### config.mk
export PLATFORM = sky130hd
export DESIGN_NAME = mem_port_arbiter
export DESIGN_NICKNAME = d
export VERILOG_FILES = /design/src/rtl/mem_port_arbiter.sv
export SDC_FILE = /design/constraint.sdc
export NUM_CORES = 1
export LEC_CHECK = 0
export CAP_MARGIN = 20
export CORE_UTILIZATION = 41
export CTS_CLUSTER_DIAMETER = 80
export DETAILED_ROUTE_END_ITERATION = 6
export MAX_ROUTING_LAYER = met4
export PLACE_DENSITY = 0.8
export SLEW_MARGIN = 15
export SYNTH_ARGS = -nofsm -noshare
export SYNTH_HDL_FRONTEND = slang
export SYNTH_SLANG_ARGS = --single-unit
### constraint.sdc
create_clock -name clk -period 2.3 [get_ports clk]
set_clock_uncertainty 0.15 [all_clocks]
set_input_delay 0.46 -clock clk [delete_from_list [all_inputs] [get_ports clk]]
set_output_delay 0.46 -clock clk [all_outputs]
set_load 0.02 [all_outputs]
### src/rtl/mem_port_arbiter.sv
// Arbiter sharing one single-port memory between instruction fetch and data access.
// Runs one access at a time, raises pipeline stalls and aborts accesses that never complete.
module mem_port_arbiter #(
   parameter int unsigned ADDR_W   = 32,
   parameter int unsigned DATA_W   = 32,
   parameter int unsigned MAX_WAIT = 15
) (
   input  logic              clk,
   input  logic              rst_n,
   input  logic              if_req,
   input  logic [ADDR_W-1:0] if_addr,
   output logic [DATA_W-1:0] if_rdata,
   output logic              if_valid,
   input  logic              dm_read,
   input  logic              dm_write,
   input  logic [ADDR_W-1:0] dm_addr,
   input  logic [DATA_W-1:0] dm_wdata,
   output logic [DATA_W-1:0] dm_rdata,
   output logic              dm_done,
   output logic              err,
   output logic              stall_if,
   output logic              stall_pipe,
   output logic              mem_req,
   output logic              mem_we,
   output logic [ADDR_W-1:0] mem_addr,
   output logic [DATA_W-1:0] mem_wdata,
   input  logic [DATA_W-1:0] mem_rdata,
   input  logic              mem_ready
);

   localparam int unsigned CNT_W = $clog2(MAX_WAIT + 1);

   localparam logic [2:0] S_IDLE    = 3'd0;
   localparam logic [2:0] S_IF_BUSY = 3'd1;
   localparam logic [2:0] S_DM_BUSY = 3'd2;
   localparam logic [2:0] S_IF_RESP = 3'd3;
   localparam logic [2:0] S_DM_RESP = 3'd4;

   logic [2:0]        r_state, w_state_d;
   logic [CNT_W-1:0]  r_cnt, w_cnt_d;
   logic              r_last_dm, w_last_dm_d;
   logic              r_abort, w_abort_d;
   logic              r_mem_req, w_mem_req_d;
   logic              r_mem_we, w_mem_we_d;
   logic [ADDR_W-1:0] r_mem_addr, w_mem_addr_d;
   logic [DATA_W-1:0] r_mem_wdata, w_mem_wdata_d;
   logic [DATA_W-1:0] r_if_rdata, w_if_rdata_d;
   logic [DATA_W-1:0] r_dm_rdata, w_dm_rdata_d;

   logic              w_dm_any;
   logic              w_timeout;
   logic [DATA_W-1:0] w_rd_val;

   assign w_dm_any  = dm_read | dm_write;
   assign w_timeout = (r_cnt == CNT_W'(MAX_WAIT - 1));
   // An aborted access returns zero instead of whatever the bus holds.
   assign w_rd_val  = mem_ready ? mem_rdata : '0;

   always_comb begin
      w_state_d     = r_state;
      w_cnt_d       = r_cnt;
      w_last_dm_d   = r_last_dm;
      w_abort_d     = r_abort;
      w_mem_req_d   = r_mem_req;
      w_mem_we_d    = r_mem_we;
      w_mem_addr_d  = r_mem_addr;
      w_mem_wdata_d = r_mem_wdata;
      w_if_rdata_d  = r_if_rdata;
      w_dm_rdata_d  = r_dm_rdata;
      case (r_state)
         S_IDLE: begin
            // Data wins unless a fetch is waiting right after a data access.
            if (w_dm_any && !(if_req && r_last_dm)) begin
               w_state_d     = S_DM_BUSY;
               w_last_dm_d   = 1'b1;
               w_mem_req_d   = 1'b1;
               w_mem_we_d    = dm_write;
               w_mem_addr_d  = dm_addr;
               w_mem_wdata_d = dm_wdata;
               w_cnt_d       = '0;
               w_abort_d     = 1'b0;
            end else if (if_req) begin
               w_state_d     = S_IF_BUSY;
               w_last_dm_d   = 1'b0;
               w_mem_req_d   = 1'b1;
               w_mem_we_d    = 1'b0;
               w_mem_addr_d  = if_addr;
               w_mem_wdata_d = '0;
               w_cnt_d       = '0;
               w_abort_d     = 1'b0;
            end
         end
         S_IF_BUSY, S_DM_BUSY: begin
            if (mem_ready || w_timeout) begin
               w_mem_req_d = 1'b0;
               w_abort_d   = ~mem_ready;
               if (r_state == S_IF_BUSY) begin
                  w_state_d    = S_IF_RESP;
                  w_if_rdata_d = w_rd_val;
               end else begin
                  w_state_d = S_DM_RESP;
                  if (!r_mem_we) begin
                     w_dm_rdata_d = w_rd_val;
                  end
               end
            end else begin
               w_cnt_d = r_cnt + CNT_W'(1);
            end
         end
         S_IF_RESP, S_DM_RESP: w_state_d = S_IDLE;
         default:              w_state_d = S_IDLE;
      endcase
   end

   always_ff @(posedge clk or negedge rst_n) begin
      if (!rst_n) begin
         r_state     <= S_IDLE;
         r_cnt       <= '0;
         r_last_dm   <= 1'b0;
         r_abort     <= 1'b0;
         r_mem_req   <= 1'b0;
         r_mem_we    <= 1'b0;
         r_mem_addr  <= '0;
         r_mem_wdata <= '0;
         r_if_rdata  <= '0;
         r_dm_rdata  <= '0;
      end else begin
         r_state     <= w_state_d;
         r_cnt       <= w_cnt_d;
         r_last_dm   <= w_last_dm_d;
         r_abort     <= w_abort_d;
         r_mem_req   <= w_mem_req_d;
         r_mem_we    <= w_mem_we_d;
         r_mem_addr  <= w_mem_addr_d;
         r_mem_wdata <= w_mem_wdata_d;
         r_if_rdata  <= w_if_rdata_d;
         r_dm_rdata  <= w_dm_rdata_d;
      end
   end

   assign if_valid   = (r_state == S_IF_RESP);
   assign dm_done    = (r_state == S_DM_RESP);
   assign err        = (if_valid | dm_done) & r_abort;
   assign if_rdata   = r_if_rdata;
   assign dm_rdata   = r_dm_rdata;
   assign mem_req    = r_mem_req;
   assign mem_we     = r_mem_we;
   assign mem_addr   = r_mem_addr;
   assign mem_wdata  = r_mem_wdata;
   assign stall_pipe = w_dm_any & ~dm_done;
   assign stall_if   = stall_pipe | (if_req & ~if_valid);

endmodule
==> out/results.ini <==
[outcome]
status = complete, no violations

[worst_setup_path]
arrival_ns = 1.59
reg2reg_depth = 5
path_max_fanout = 4
critPathKind = flop to output port
critPathLaunchType = flop
cp.required_ns = 1.69
end_kind = output port

[synthesis]
ys_warn_count = 0
synth_enable_flop_cells = 0
ys_ff_latch = 139
synth-compound-area-share = 0.190
ys_types = 36
synth-xor-area-share = 0.00155
synth_ff_type = dfrtp_1
muxShareOfSynthArea = 0.0566
postSynthAreaPerCell_um2 = 11.6
ys_top_cells_by_area = dfrtp_1 (62%), nand2_1 (6.6%), o21ai_0 (5.8%), a32o_1 (5.7%), mux2i_1 (5.7%)
netlist_instances = 488
synth_top_family_by_area = compound AO/OA/AOI/OAI gates
synth_area_mm2 = 0.00566
synth_top_area_frac = 0.615
synthAdderAreaFrac = 0.00442
synth.largest_area_cell = dfrtp_1
yosys.area_share.simple = 0.0898
syn_nets = 624
synth_most_common_cell = dfrtp_1
synth_common_cells = dfrtp_1 (139), nand2_1 (99), o21ai_0 (66)
ys_async_sr_fraction = 1.00
yosysSeqAreaShare = 0.615

[placed_design]
dpl_worst_slack_ns = -0.148
io_buffers = 268
placed_area_mm2 = 0.00866
place_congestion = 0.803
place_hpwl_um = 11800

[power]
pwr-share-clk = 0.194
cellPowerDensity_mw_per_mm2 = 1470
p_comb_frac = 0.494
p_int_uw = 8490
power_uw = 13600
total_leakage_power_uw = 0.00406
switching_power_uw = 5130
pwr-share-seq = 0.312
ir_drop_mv = 0.940
swShare = 0.377

[floorplanning]
dieArea_mm2 = 0.0143
initial_utilization = 0.424
die_h_um = 119
ios = 269
chipWidth_um = 119
fp.coreArea_mm2 = 0.0133
rows = 42

[global_route]
grtUsageMet2 = 0.406
gr-usage-met1 = 0.274
grt_pass1_vias = 5129
grt.met3_usage = 0.0603
grt-busiest-layer = met2
grt_max_degree = 65
grt.total_usage = 0.243
grt_pass1_wl_um = 25900
antenna_found_initial = 0
grt-ovfl-total = 0

[sta]
finalMaxSlewViolations = 0
setup_ws_ns = 0.103
slew_headroom = 0.589
period_share = 0.955
hold_ws_ns = 0.166
hold_viol_final = 0
clock.fmax_mhz = 455
tns_ns = 0
worst_pin_slew_ns = 0.617
post-route-min-period_ns = 2.20
rsz0062_at_grt = no
setup_viol = 0

[job]
cap_violations = 0

[min_path]
hold_depth = 2
min_path_type = primary input to flop

[layout]
antennaDiodeCount = 0
area_growth_pct = 63.9
finalNetCount = 900
fill_cells = 974
final_area_mm2 = 0.00927
drive_gt1_frac = 0.0875

[route]
viasPerCell = 5.15
final_antenna_net_count = 0
wire_per_inst_um = 17.1
drt_iter0_drc = 268
vias = 4909
routed_wl_um = 16300
first_pass_iters = 4
drc = 0

[cts]
htreeDepth = 4
clk_pin_slew_worst_paths_ns = 0.06
tritoncts = yes
cts_made_buffers = 17
cts_sinks = 139
clk_latency_ns = 0.41
cts_root_buffer = clkbuf_16
clock_path_buffers = 2

## logic make-up after synthesis
group,count (synthesis)
multiplexers,32
adder cells (fa/ha/maj),2
XOR/XNOR,1
flip-flops,139
buffers and inverters,46
AND/OR/NAND/NOR,120
AO/OA/AOI/OAI,148
## sequential cells by signal, summed over array words and instances, names as in the netlist, 3 cells and up
signal	cells
dm_rdata	32
mem_wdata	32
mem_addr	32
r_state	3
r_cnt	4
if_rdata	32
## worst paths after layout
kind / startpoint / slack [ns] / to
worst min register to register: dm_rdata[1] / 0.32 / dm_rdata[1]
max in group asynchronous: rst_n / 0.93 / mem_wdata[2]
worst min-delay path: mem_ready / 0.17 / r_abort
worst max register to register: r_cnt[0] / 0.28 / r_cnt[2]
worst max-delay path: r_state[2] / 0.10 / stall_if
min in group asynchronous: rst_n / 0.40 / dm_rdata[7]
## through the flow
stage / cells / util
floorplan: 488 / -
global placement: 918 / 0.649
detailed placement: 918 / 0.649
CTS: 951 / 0.693
global route: 953 / 0.694
finish: 953 / 0.694
## per-layer routing
layer  share of wire  routed length, um  vias up
met3           0.069               1130       39
met5               0                  0        -
li1                -                  -     2318
met1            0.40               6420     2339
met2            0.50               8200      213
met4           0.031                503        0
## worst max-delay path: stages, from the launching register on
cell	delay, ns
dfrtp_1	0.36
inv_2	0.08
nor3_4	0.22
nor2_1	0.09
a21o_1	0.15
clkdlybuf4s15_1	0.28
## final cells by class
class	count	area [um2]	share of cell area
multi-input combinational	303	1970	0.213
tap	176	220	0.0238
clock inverter	11	120	0.0130
clock buffer	21	460	0.0497
inverter	6	22.5	0.00243
sequential	139	3480	0.375
timing repair buffer	297	2990	0.323
## power groups by stage
stage | Combinational, uW | Clock (uW) | Sequential [uW]
floorplan | 2170 | 0 | 5490
global placement | 6560 | 0 | 4210
detailed placement | 6740 | 0 | 4260
CTS | 6770 | 2690 | 4250
global route | 7180 | 2800 | 4380
finish | 6730 | 2650 | 4250
## cell usage in the layout (no fill, tap or decap), types with 2 or more instances in the layout
cell type / n
inv_1: 5
nor3_4: 2
bufinv_16: 2
nand3_1: 6
dfrtp_1: 139
a22o_1: 33
nor3_1: 3
buf_12: 8
nor2_1: 4
a32o_1: 32
dlygate4sd2_1: 4
clkinvlp_4: 3
clkbuf_1: 2
clkinv_2: 4
clkdlybuf4s50_1: 261
clkinv_4: 2
clkbuf_16: 17
nand2_1: 99
buf_4: 20
a311o_1: 2
mux2i_1: 32
o21ai_0: 66
ha_1: 2
clkbuf_8: 2
a21o_1: 2
## repair_timing
action / CTS / global route
hold buffers: 1 / 0
pin swaps: 0 / 1
setup endpoints to repair: 5 / 1
setup buffers: 0 / 2
endpoints found under the hold margin: 43 / 0
resized for setup: 7 / 1
No activity file was read; power rests on OpenSTA's default activity.
